## config.mk

```make
export PLATFORM = sky130hd
export DESIGN_NAME = mul_mac_seq
export DESIGN_NICKNAME = d
export VERILOG_FILES = /design/src/rtl/mul_mac_seq.sv
export SDC_FILE = /design/constraint.sdc
export NUM_CORES = 1
export LEC_CHECK = 0
export ABC_AREA = 1
export CAP_MARGIN = 20
export CORE_MARGIN = 2
export CORE_UTILIZATION = 40
export DETAILED_ROUTE_END_ITERATION = 7
export HOLD_SLACK_MARGIN = 0.06
export PLACE_DENSITY = 0.68
export SLEW_MARGIN = 30
export SYNTH_ARGS = -nofsm -noshare
export SYNTH_HDL_FRONTEND = slang
export SYNTH_SLANG_ARGS = --single-unit
export TNS_END_PERCENT = 5
```

## constraint.sdc

```tcl
create_clock -name clk -period 4.8 [get_ports clk]
set_clock_uncertainty 0.05 [all_clocks]
set_input_delay 0.48 -clock clk [delete_from_list [all_inputs] [get_ports clk]]
set_output_delay 0.48 -clock clk [all_outputs]
set_load 0.1 [all_outputs]
```

## src/rtl/mul_mac_seq.sv

```systemverilog
// Sequencer issuing N multiply-accumulate ops over consecutive register-file address pairs.
// Build option: define MUL_SEQ_SAT_EN to append a saturate-MR op between drain and done.
module mul_mac_seq #(
    parameter int unsigned RF_ADDRSIZE = 4,
    parameter int unsigned CNT_WIDTH   = 5
) (
    input  logic                   clk,
    input  logic                   reset,
    input  logic                   seq_start,
    input  logic [CNT_WIDTH-1:0]   seq_cnt,
    input  logic [RF_ADDRSIZE-1:0] seq_rx_base,
    input  logic [RF_ADDRSIZE-1:0] seq_ry_base,
    input  logic [3:0]             seq_dtsts,
    input  logic                   seq_sub,
    input  logic                   seq_clr,
    input  logic                   seq_stall,
    input  logic                   mul_ps_mv,
    output logic [RF_ADDRSIZE-1:0] rf_rx_addr,
    output logic [RF_ADDRSIZE-1:0] rf_ry_addr,
    output logic                   ps_mul_en,
    output logic                   ps_mul_otreg,
    output logic [3:0]             ps_mul_dtsts,
    output logic [1:0]             ps_mul_cls,
    output logic [1:0]             ps_mul_sc,
    output logic                   seq_busy,
    output logic                   seq_done,
    output logic                   seq_mv
);

    typedef enum logic [2:0] {
        StIdle,
        StIssue,
        StDrain,
`ifdef MUL_SEQ_SAT_EN
        StSat,
`endif
        StDone
    } state_e;

    localparam logic [CNT_WIDTH-1:0] CntOne = 1;

    state_e                 state_q;
    logic [CNT_WIDTH-1:0]   idx_q;
    logic [CNT_WIDTH-1:0]   cnt_q;
    logic [RF_ADDRSIZE-1:0] rx_base_q;
    logic [RF_ADDRSIZE-1:0] ry_base_q;
    logic [3:0]             dtsts_q;
    logic                   sub_q;
    logic                   clr_q;
    logic                   mac_issued_q;
    logic                   seq_mv_q;

    always_ff @(posedge clk) begin
        if (reset) begin
            state_q      <= StIdle;
            idx_q        <= '0;
            cnt_q        <= '0;
            rx_base_q    <= '0;
            ry_base_q    <= '0;
            dtsts_q      <= '0;
            sub_q        <= 1'b0;
            clr_q        <= 1'b0;
            mac_issued_q <= 1'b0;
            seq_mv_q     <= 1'b0;
        end else begin
            // Overflow flag arrives one cycle after the accumulating op that caused it.
            mac_issued_q <= ps_mul_en && (ps_mul_cls != 2'b00);
            if (mac_issued_q && mul_ps_mv) begin
                seq_mv_q <= 1'b1;
            end
            case (state_q)
                StIdle: begin
                    if (seq_start) begin
                        cnt_q     <= seq_cnt;
                        rx_base_q <= seq_rx_base;
                        ry_base_q <= seq_ry_base;
                        dtsts_q   <= seq_dtsts;
                        sub_q     <= seq_sub;
                        clr_q     <= seq_clr;
                        idx_q     <= '0;
                        seq_mv_q  <= 1'b0;
                        state_q   <= (seq_cnt != '0) ? StIssue : StDone;
                    end
                end
                StIssue: begin
                    if (!seq_stall) begin
                        idx_q <= idx_q + CntOne;
                        if (idx_q == cnt_q - CntOne) begin
                            state_q <= StDrain;
                        end
                    end
                end
`ifdef MUL_SEQ_SAT_EN
                StDrain: state_q <= StSat;
                StSat:   state_q <= StDone;
`else
                StDrain: state_q <= StDone;
`endif
                StDone:  state_q <= StIdle;
                default: state_q <= StIdle;
            endcase
        end
    end

    always_comb begin
        rf_rx_addr   = '0;
        rf_ry_addr   = '0;
        ps_mul_en    = 1'b0;
        ps_mul_otreg = 1'b0;
        ps_mul_dtsts = '0;
        ps_mul_cls   = 2'b00;
        ps_mul_sc    = 2'b00;
        case (state_q)
            StIssue: begin
                // Address arithmetic wraps at the register-file size.
                rf_rx_addr   = rx_base_q + RF_ADDRSIZE'(idx_q);
                rf_ry_addr   = ry_base_q + RF_ADDRSIZE'(idx_q);
                ps_mul_en    = !seq_stall;
                ps_mul_otreg = 1'b1;
                ps_mul_dtsts = dtsts_q;
                ps_mul_cls   = (idx_q == '0 && clr_q) ? 2'b01 : {1'b1, sub_q};
            end
`ifdef MUL_SEQ_SAT_EN
            StSat: begin
                ps_mul_en    = 1'b1;
                ps_mul_otreg = 1'b1;
                ps_mul_dtsts = dtsts_q;
                ps_mul_sc    = 2'b11;
            end
`endif
            default: ;
        endcase
    end

    assign seq_busy = (state_q != StIdle);
    assign seq_done = (state_q == StDone);
    assign seq_mv   = seq_mv_q;

endmodule

```

# --- Word level (Yosys, flattened, before mapping) ---
# Cells that the tools add are included.
classes:
  add_sub_neg: 4
  n_eq_ne: 7
  n_mux: 18
  reduce_logical: 13
ops:
  columns: ["operator", "n"]
  rows:
  - ["4-bit 2-to-1 mux", 3]
  - ["5-bit 2-to-1 mux", 2]
  - ["5-bit one-hot mux with 2 select lines", 1]
  - ["3-bit 2-to-1 mux", 3]
  - ["3-bit one-hot mux with 3 select lines", 1]
  - ["4-bit adder", 2]
  - ["3-bit by 2-bit equality test with 1-bit output, second input constant", 2]
  - ["2-bit 2-to-1 mux", 3]
  - ["2-bit inequality test, second input constant", 3]
  - ["3-bit AND reduction", 2]
  - ["5-bit by 1-bit adder with 5-bit output, second input constant", 1]
  - ["5-bit equality test", 1]
  - ["5-bit logical NOT", 1]
  - ["1-bit 2-to-1 mux", 5]
  - ["5-bit nonzero test", 1]
  - ["5-bit by 1-bit subtractor with 5-bit output, second input constant", 1]
  - ["2-bit nonzero test", 2]
  - ["3-bit by 1-bit equality test with 1-bit output, second input constant", 1]
  - ["1-bit logical AND", 3]
  - ["3-bit logical NOT", 1]
  - ["3-bit nonzero test", 1]
  - ["2-bit AND reduction", 1]
  - ["1-bit logical NOT", 1]
totals:
  regBits: 29
  in_bits: 24
  wordCells: 52

# --- Depth between registers and ports, before layout ---
# Gate-level depths: netlist (run 1).
depth:
  depth_word: 6
  depth_mapped: 13

# --- Worst setup path after synthesis (run 1) ---
# Ideal clock, no wire load.
synth_path:
  kind: "register to output"
  startpoint: "register state_q[1]"
  endpoint: "output ps_mul_cls[0]"
  arrival_time_ns: 2.922
  setup_slack_ns: 1.348
  stages_incl_launch_ff: 6
  path_cell_list: "dfxtp_1 > inv_1 > ha_1 > buf_4 > inv_1 > nor2_1"
synth_between:
  elab_chain_cells: 2
synth_lines:
  columns: ["item", "line", "text"]
  rows:
  - ["start, declared", "42", "state_e state_q;"]
  - ["start signal, assigned", "55", "state_q <= StIdle;"]
  - ["start signal, assigned", "82", "state_q <= (seq_cnt != '0) ? StIssue : StDone;"]
  - ["start signal, assigned", "89", "state_q <= StDrain;"]
  - ["3-bit by 1-bit equality test with 1-bit output", "113", "case (state_q)"]
  - ["2-bit 2-to-1 mux", "113", null]
  - ["end, declared", "23", "output logic [1:0] ps_mul_cls,"]
# Every way passes these cells.

# --- Final worst setup path (run 1) ---
layout_path:
  startpoint: "register idx_q[0]"
  endpoint: "output rf_ry_addr[2]"
layout_between:
  elab_chain_cells: 2
layout_lines:
  columns: ["item", "line", "text"]
  rows:
  - ["start, declared", "43", "logic [CNT_WIDTH-1:0] idx_q;"]
  - ["start signal, assigned", "87", "idx_q <= idx_q + CntOne;"]
  - ["4-bit adder", "117", "rf_ry_addr = ry_base_q + RF_ADDRSIZE'(idx_q);"]
  - ["4-bit 2-to-1 mux", "113", null]
  - ["end, declared", "19", "output logic [RF_ADDRSIZE-1:0] rf_ry_addr,"]
# Every way passes these cells.

==> metrics, run 1 <==
share of synthesized area occupied by flip-flops and latches=0.340; mean instance size in the synthesized netlist=between 6 and 7 um2; global-route total usage across every layer=0.171; Reg2Reg Setup Slack=2.68 ns; final hold violations=0; YS warnings=0; number of diodes added for antenna fixing=0; area growth from synthesis to final layout=31.2%; count of state elements after synthesis=28; Worst Setup End Kind=output pin; pwr dens=about 630 nW/um2; initial antenna violation count=0; first-iteration detailed-routing DRC count=65; worst path arrival time=2.81 ns; post-synth top area share=0.340; Achievable Freq=0.300 GHz; outcome=complete, no violations; count of instances resized after the clock tree is built=0; Hold Crit Endpoint=cnt_q[4]; worst vdd rail ir drop=roughly 0.46 mV; clock tree root driver cell=sky130_fd_sc_hd__clkbuf_8; RSZ-0062 raised after global routing=no; EDFF count, synth=0; placed wire-length estimate=2800 um; list of most frequent post-synthesis cells=sky130_fd_sc_hd__nor2_1 (52), sky130_fd_sc_hd__nand2_1 (38), sky130_fd_sc_hd__dfxtp_1 (28), sky130_fd_sc_hd__inv_1 (27), sky130_fd_sc_hd__o21ai_0 (19); Required @ worst endpoint=4.27 ns; clock edge transition at the registers on the reported setup and hold paths=~0.090 ns; element type at the critical path start=flip-flop; final max-slew violation count=0; die boundary height=68.2 um; number of buffers created by CTS=3; starting density of the core=0.415; remaining antenna violation count after routing=0; post-route design area=2160 um2; detailed-routing iteration count for the pre-antenna-repair pass=4; leftover overflow at the end of global routing=0; ratio of final minimum period to clock period=0.695; destination of the worst register-to-register timing path=seq_mv; Slowest cell on crit path=sky130_fd_sc_hd__clkdlybuf4s50_1; sum of internal, switching and leakage power=0.00137 W; Crit path largest cell delay=around 1.1 ns; share of flip-flops with an asynchronous set or reset=0; clock latency on the worst-skew pair=0.28 ns; count of mapped cells out of synthesis=236; source of the worst hold timing path=cnt_q[4]; count of unique library cells instantiated by Yosys=28; worst rel slew slack=0.339; worst-path fanout max=7; number of max-capacitance violations reported=0; Die X-Extent=68.2 um; area leader, netlist=sky130_fd_sc_hd__dfxtp_1; number of top-level pins=45; WL final=3590 um; hold bufs inserted after CTS=0; # port buffers=42; Cell Chain, Critical Path=ha_1 > inv_1 > fa_1 > xor2_1 > nor2_1 > clkdlybuf4s50_1; row count=23; CTS tree=built; top area cells in the synthesized netlist=sky130_fd_sc_hd__dfxtp_1 (34%), sky130_fd_sc_hd__nor2_1 (12%), sky130_fd_sc_hd__ha_1 (9.9%); maximum number of pins on one net before global-route repair=28; first-pass GRT wire length=between 5000 and 6000 um; top-count cell post-synth=sky130_fd_sc_hd__nor2_1; final estimated routing congestion in global placement=a little over 0.8; placeable core area=3970 um2; Post-Syn Area=1650 um2; Worst Setup Path Type=flip-flop to output pin; startpoint of the lowest-slack register-to-register path=state_q[0]; Routed WL per cell=11.1 um; transition at the pin with the smallest max-transition slack=0.988 ns; path type of the worst min-delay path=flip-flop to flip-flop; final setup TNS=0 ns; P_leak=0.981 nW; die area=4650 um2; placed cell areas=2090 um2; residual DRC count=0; count of H-tree levels built during CTS=1; dominant synthesized flop cell=sky130_fd_sc_hd__dfxtp_1; vias in the first global route=around 1400; maximum root-to-sink buffer count=2; via count normalized by instance count=4.56; Post-layout nets=315; Post-CTS Repair Setup Buffers=0; depth of the worst register-to-register path=5; endpoints failing setup=0; Clock Sink Count=28; time the worst path needs with I/O delays and setup=3.34 ns; via count=1481; worst hold path depth=2; share of layout cells above drive strength 1=0.0655
[stage by stage]
| stage | std cells | hold slack, ns | util | setup WS (ns) |
|---|---|---|---|---|
| after floorplan | 237 | 0.394 | - | 1.35 |
| after global placement | 321 | 0.411 | 0.527 | 1.76 |
| after detailed placement | 321 | 0.420 | 0.527 | 1.75 |
| after CTS | 325 | 0.436 | 0.545 | 1.43 |
| after global routing | 325 | 0.472 | 0.545 | 1.29 |
| final | 325 | 0.430 | 0.545 | 1.46 |
[worst max-delay path by stage]
stage	from	to	slack (ns)
after floorplan	state_q[1]	ps_mul_cls[0]	1.35
after global placement	idx_q[0]	rf_ry_addr[2]	1.76
after detailed placement	idx_q[0]	rf_ry_addr[2]	1.75
after CTS	idx_q[0]	rf_ry_addr[2]	1.43
after global routing	state_q[1]	rf_ry_addr[2]	1.29
final	idx_q[0]	rf_ry_addr[2]	1.46
[sequential cells by signal, indices dropped and copies added (netlist names)]
signal,count
idx_q,5
mac_issued_q,1
dtsts_q,4
cnt_q,5
sub_q,1
ry_base_q,4
rx_base_q,4
state_q,2
clr_q,1
seq_mv,1
[critical path, delay by kind of cell, from the launching register on]
family / cells / cell delay (ns)
DFF: 1 / 0.49
buffers and inverters: 2 / 1.20
adders and majority gates: 2 / 0.57
xor gates and xnor gates: 1 / 0.17
and+or+nand+nor: 1 / 0.09
[area by class of cell]
cell class                 count  area [um2]
clock buffer                   3        41.3
sequential                    28         561
fill                         414        1810
timing repair buffer          42         420
tap                           50        62.6
inverter                      32         120
clock inverter                 1        30.0
multi-input combinational    169         928
[cell families (layout without fill, tap and decap cells)]
family / Yosys count / in the layout / share of synthesized area
AO/OA/AOI/OAI: 35 / 35 / 0.115
other: 1 / 2 / 0.00227
buffers and inverters: 40 / 78 / 0.0994
XOR/XNOR: 7 / 7 / 0.0372
AND/OR/NAND/NOR: 110 / 110 / 0.284
adder cells (fa/ha/maj): 15 / 15 / 0.123
flip-flops: 28 / 28 / 0.340
[placed cells by master (no fill, tap or decap), types with 4 or more instances in the layout]
master                            count
sky130_fd_sc_hd__ha_1                13
sky130_fd_sc_hd__nor2_1              52
sky130_fd_sc_hd__clkdlybuf4s50_1     42
sky130_fd_sc_hd__dfxtp_1             28
sky130_fd_sc_hd__a21oi_1             10
sky130_fd_sc_hd__inv_1               27
sky130_fd_sc_hd__inv_2                5
sky130_fd_sc_hd__xor2_1               7
sky130_fd_sc_hd__o21ai_0             19
sky130_fd_sc_hd__a211oi_1             4
sky130_fd_sc_hd__nand3_1              6
sky130_fd_sc_hd__nand2_1             38
[metal layers]
metal | part of all wire | vias to the layer above | GRT usage
met1 | 0.49 | 635 | 0.226
met4 | 0.017 | 0 | 0.0675
met3 | 0.039 | 5 | 0.0313
met2 | 0.45 | 27 | 0.275
li1 | - | 814 | -
met5 | 0 | - | 0
[power breakdown]
| group | leakage [nW] | switching, W | internal [W] | total, W |
|---|---|---|---|---|
| clock | 0.0357 | 0.0000761 | 0.000112 | 0.000188 |
| sequential | 0.231 | 0.0000473 | 0.000292 | 0.000339 |
| combinational | 0.714 | 0.000607 | 0.000231 | 0.000838 |
Power figures use the tool's default switching activity.
==> run 2: changes to the inputs <==
PLACE_DENSITY = 0.71   (was 0.68)
clock period = 2.74 ns   (was 4.8 ns; I/O delays follow)
==> run 2 against run 1 <==
  * First-iteration DRC count is 34% lower
  * Largest power group unchanged
  * Highest routed layer unchanged
  * Wire length down 1.0%
  * Sequential share of layout area decreased by 0.59 points
  * Final area up 2.3%
  * Flip-flop and latch count unchanged
  * Critical path depth decreased by 1
  * Via count increased by 2.1%
  * Die area unchanged
  * Sequential power is 76% higher
  * Worst hold slack gained 0.0068 ns
==> metrics, run 2 (synthesis results as in run 1) <==
via count normalized by instance count=4.65; cell repeated most along the worst path=sky130_fd_sc_hd__inv_1; family of cells with the greatest summed delay on the critical path=buffers and inverters; # port buffers=42; starting density of the core=0.415; Routed WL per cell=around 11 um; met1 usage=0.222; met2 track demand over resource=0.295; number of top-level pins=45; Crit. path cell count=5; Crit path largest cell delay=0.48 ns; clock latency on the worst-skew pair=around 0.27 ns; worst-path fanout max=14; count of instances resized after the clock tree is built=0; vias in the first global route=1470; area growth from synthesis to final layout=34.2%; outcome=complete, no violations; global-route total usage across every layer=0.172; final hold violations=0; path type of the worst min-delay path=flip-flop to flip-flop; transition at the pin with the smallest max-transition slack=0.503 ns; first-pass GRT wire length=a little over 6000 um; pwr dens=1080 nW/um2; via count=1512; P_leak=1.03 nW; placed instance count=322; pre-CTS setup slack=0.742 ns; Post-layout nets=316; count of H-tree levels built during CTS=1; Achievable Freq=0.440 GHz; Top Usage Layer GRT=met2; initial antenna violation count=0; slack of the critical path=0.469 ns; share of layout cells above drive strength 1=0.164; Clock Sink Count=28; detailed-routing iteration count for the pre-antenna-repair pass=4; leftover overflow at the end of global routing=0; most common library cell in the layout ignoring fill and taps=sky130_fd_sc_hd__nor2_1; placeable core area=3970 um2; final estimated routing congestion in global placement=just over 0.8; die boundary height=68.2 um; RSZ-0062 raised after global routing=no; WL final=between 3000 and 4000 um; clock tree root driver cell=sky130_fd_sc_hd__clkbuf_8; worst rel slew slack=0.664; worst path arrival time=about 2 ns; worst hold path depth=2; placed wire-length estimate=2790 um; Worst Setup End Kind=output pin; element type at the critical path start=flip-flop; CTS tree=built; row count=23; ratio of final minimum period to clock period=0.829; global-route met3 utilization=0.0263; number of buffers created by CTS=3; Worst Setup Path Type=flip-flop to output pin; Cell Chain, Critical Path=inv_1 > ha_1 > inv_1 > nor2_2 > buf_12; hold bufs inserted after CTS=0; Die X-Extent=68.2 um; final max-slew violation count=0; endpoints failing setup=0; maximum number of pins on one net before global-route repair=26; Required @ worst endpoint=about 2.4 ns; depth of the worst register-to-register path=9; WP buf/inv=3; non-filler instance count after layout=between 300 and 400; final core occ=0.557; number of max-capacitance violations reported=0; clock edge transition at the registers on the reported setup and hold paths=roughly 0.090 ns; residual DRC count=0; remaining antenna violation count after routing=0; top flop regs=cnt_q x5, idx_q x5; maximum root-to-sink buffer count=2; most used cells in the layout excluding fill and tap cells=sky130_fd_sc_hd__nor2_1 (44), sky130_fd_sc_hd__nand2_1 (38), sky130_fd_sc_hd__dfxtp_1 (28), sky130_fd_sc_hd__inv_1 (27), sky130_fd_sc_hd__clkdlybuf4s50_1 (23); number of diodes added for antenna fixing=0; time the worst path needs with I/O delays and setup=2.27 ns; worst hold-check slack=0.436 ns; worst vdd rail ir drop=0.653 mV; Post-CTS Repair Setup Buffers=0; first-iteration detailed-routing DRC count=between 40 and 50; die area=4650 um2; Slowest cell on crit path=sky130_fd_sc_hd__ha_1
==> run 2: cell count changes in the layout (fill, tap and decap cells not counted) <==
cell | before | now
sky130_fd_sc_hd__clkdlybuf4s50_1 | 42 | 23
sky130_fd_sc_hd__nor2_1 | 52 | 44
sky130_fd_sc_hd__buf_12 | 0 | 8
sky130_fd_sc_hd__bufinv_16 | 1 | 0
sky130_fd_sc_hd__nor2_2 | 2 | 10
sky130_fd_sc_hd__buf_4 | 0 | 12
==> run 2: routing by layer <==
metal | vias to the layer above | wire length [um]
li1 | 815 | -
met1 | 667 | 1710
met2 | 26 | 1700
met3 | 4 | 87
met4 | 0 | 51
met5 | - | 0
==> run 2: layout make-up <==
| class | instances | area [um2] |
|---|---|---|
| tap | 50 | 62.6 |
| timing repair buffer | 43 | 480 |
| clock buffer | 3 | 41.3 |
| inverter | 32 | 120 |
| multi-input combinational | 169 | 948 |
| fill | 381 | 1760 |
| sequential | 28 | 561 |
==> run 2: power breakdown <==
| part | total [W] | switching, W | internal (W) |
|---|---|---|---|
| logic | 0.00157 | 0.00110 | 0.000470 |
| registers | 0.000597 | 0.0000850 | 0.000512 |
| clock network | 0.000216 | 0.000118 | 0.0000985 |
==> run 2: final timing paths <==
check / start / to / slack (ns)
max: state_q[1] / rf_ry_addr[3] / 0.47
min: cnt_q[4] / cnt_q[4] / 0.44
max reg2reg: state_q[1] / idx_q[4] / 0.80
min reg2reg: cnt_q[4] / cnt_q[4] / 0.44
==> run 2: through the flow <==
| step | total power (W) | TNS [ns] | instance area (um2) |
|---|---|---|---|
| floorplan | 0.00180 | -0.884 | 1670 |
| global placement | 0.00215 | 0 | 2170 |
| global route | 0.00258 | 0 | 2210 |
| finish | 0.00238 | 0 | 2210 |
| detailed placement | 0.00218 | 0 | 2170 |
| CTS | 0.00240 | 0 | 2210 |
==> run 2: worst min-delay path: stages (launching register included) <==
cell and delay, ns:
sky130_fd_sc_hd__dfxtp_1 0.32, sky130_fd_sc_hd__inv_1 0.07, sky130_fd_sc_hd__a21oi_1 0.06
==> run 3: changes to the inputs <==
clock period = 1.9 ns   (was 2.74 ns; I/O delays follow)
==> run 3 against run 2 <==
  * The flow now finishes with violations (negative setup slack)
  * Final area grew 17%
  * Non-clock buffer count grew 10
  * Sequential power grew 49%
  * Power grew 69%
  * Critical path depth is the same
  * Register-to-register slack lost 0.62 ns
  * Worst hold slack is essentially flat
  * Flip-flop and latch count is the same
  * Core utilization grew 9.5 points
  * Clock power grew 75%
  * Combinational power grew 75%
  * Largest power group unchanged
  * Via count grew 4.2%
==> metrics, run 3 (synthesis results as in run 1) <==
final max-slew violation count=0; Slowest cell on crit path=sky130_fd_sc_hd__fa_2; WP buf/inv=2; residual DRC count=0; share of power burned in the clock network=0.094; clock latency on the worst-skew pair=0.28 ns; most used cells in the layout excluding fill and tap cells=sky130_fd_sc_hd__nor2_1 (43), sky130_fd_sc_hd__nand2_1 (37), sky130_fd_sc_hd__inv_1 (23), sky130_fd_sc_hd__clkdlybuf4s50_1 (23), sky130_fd_sc_hd__dfxtp_1 (20); internal power consumption=slightly below 0.002 W; Post-layout nets=326; Worst Setup End Kind=output pin; via count normalized by instance count=4.69; violations in the final reports=negative setup slack; part of the power in combinational logic=0.684; Crit path largest cell delay=between 0.4 and 0.5 ns; P_leak=1.12 nW; worst path arrival time=1.69 ns; share of layout cells above drive strength 1=0.283; final estimated routing congestion in global placement=0.827; initial antenna violation count=0; via count=1575; Die X-Extent=68.2 um; Routed WL per cell=~12 um; final hold violations=0; family of cells with the greatest summed delay on the critical path=adder cells; pwr dens=approximately 1500 nW/um2; startpoint of the lowest-slack register-to-register path=cnt_q[0]; switching power=0.00209 W; clock edge transition at the registers on the reported setup and hold paths=0.10 ns; endpoints failing setup=5; detailed-routing iteration count for the pre-antenna-repair pass=4; number of max-capacitance violations reported=0; number of diodes added for antenna fixing=0; # port buffers=42; first-pass GRT wire length=6330 um; placed wire-length estimate=2990 um; path type of the worst min-delay path=flip-flop to flip-flop; portion of total power attributed to sequential cells=0.222; Achievable Freq=about 0.52 GHz; source of the worst hold timing path=cnt_q[4]; switching power share of the total=0.520; area growth from synthesis to final layout=57.1%; maximum root-to-sink buffer count=2; CTS tree=built; final setup TNS=-0.126 ns; worst vdd rail ir drop=1.13 mV; total of fill cells in the finished design=332; Cell Chain, Critical Path=inv_2 > fa_2 > xor2_2 > nor2_4 > buf_12; vias in the first global route=about 1400; row count=23; die area=4650 um2; Worst Setup Path Type=flip-flop to output pin; slack of the critical path=-0.0340 ns; WL final=3980 um; non-filler instance count after layout=336; most common library cell in the layout ignoring fill and taps=sky130_fd_sc_hd__nor2_1; starting density of the core=0.415; Required @ worst endpoint=approximately 1.7 ns; element type at the critical path start=flip-flop; ratio of final minimum period to clock period=1.02; number of top-level pins=45; count of H-tree levels built during CTS=1; remaining antenna violation count after routing=0; top flop regs=cnt_q x5, idx_q x5; global-route total usage across every layer=0.180; RSZ-0062 raised after global routing=yes; die boundary height=68.2 um; maximum number of pins on one net before global-route repair=16; time the worst path needs with I/O delays and setup=1.93 ns; clock tree root driver cell=sky130_fd_sc_hd__clkbuf_8; outcome=finished with violations; placed instance count=328; Setup crit start=idx_q[1]; Clock Sink Count=28; number of buffers created by CTS=3; leftover overflow at the end of global routing=0; placeable core area=~4000 um2; worst-path fanout max=4; first-iteration detailed-routing DRC count=46
-- run 3: cell count changes in the layout (fill, tap and decap cells not counted), moves of 3 or more --
| cell | change |
|---|---|
| sky130_fd_sc_hd__nor2_2 | -7 |
| sky130_fd_sc_hd__nor2_4 | +8 |
| sky130_fd_sc_hd__inv_1 | -4 |
| sky130_fd_sc_hd__ha_1 | -6 |
| sky130_fd_sc_hd__buf_12 | +10 |
| sky130_fd_sc_hd__inv_2 | +3 |
| sky130_fd_sc_hd__ha_4 | +6 |
| sky130_fd_sc_hd__dfxtp_2 | +5 |
| sky130_fd_sc_hd__dfxtp_1 | -8 |
| sky130_fd_sc_hd__dfxtp_4 | +3 |
-- run 3: layout make-up --
type | instances | area [um2] | share of cell area
multi-input cells | 169 | 1090 | 0.421
well taps | 50 | 62.6 | 0.0241
flip-flops and latches | 28 | 578 | 0.223
inverters | 32 | 124 | 0.0478
repair buffers | 53 | 681 | 0.263
clock buffers | 4 | 55.1 | 0.0212
-- run 3: repair_timing --
item / CTS / global route
buffers inserted: 4 / 0
pin swaps: 16 / 5
hold buffers: 0 / 0
resized for setup: 23 / 2
endpoints found under the setup margin: 7 / 8
-- run 3: worst register-to-register path, delay by kind of cell (launching register included) --
family,cells,cell delay (ns)
simple gates,9,0.74
flops,1,0.37
buf+inv,2,0.13
fa+ha+maj,1,0.32
-- run 3: worst paths after layout --
kind	to	slack [ns]	depth (start not counted)
hold reg to reg	cnt_q[4]	0.44	2
setup / recovery	rf_ry_addr[2]	-0.03	5
setup reg to reg	state_q[0]	0.18	12
hold / removal	cnt_q[4]	0.44	2
-- run 3: metrics by stage --
| step | hold WS, ns | instance area [um2] | worst slack, ns | power (W) | util |
|---|---|---|---|---|---|
| floorplan | 0.212 | 1730 | -0.125 | 0.00272 | - |
| detailed placement | 0.421 | 2400 | 0.0872 | 0.00348 | 0.604 |
| finish | 0.436 | 2590 | -0.0340 | 0.00402 | 0.652 |
| global route | 0.457 | 2590 | -0.103 | 0.00428 | 0.652 |
| CTS | 0.437 | 2580 | -0.0286 | 0.00399 | 0.649 |
| global placement | 0.412 | 2400 | 0.117 | 0.00345 | 0.604 |
-- run 3: power by group through the flow --
stage | Clock, W | Sequential (W) | Combinational [W]
finish | 0.000379 | 0.000891 | 0.00275
global route | 0.000408 | 0.000906 | 0.00297
floorplan | 0 | 0.000853 | 0.00187
global placement | 0 | 0.000869 | 0.00258
CTS | 0.000390 | 0.000880 | 0.00272
detailed placement | 0 | 0.000874 | 0.00261
-- run 3: per-layer routing --
layer / track usage / vias up / wire length, um
met5: 0 / - / 0
met4: 0.0575 / 0 / 29
met3: 0.0263 / 4 / 157
met2: 0.308 / 30 / 2000
met1: 0.231 / 701 / 1800
li1: - / 840 / -
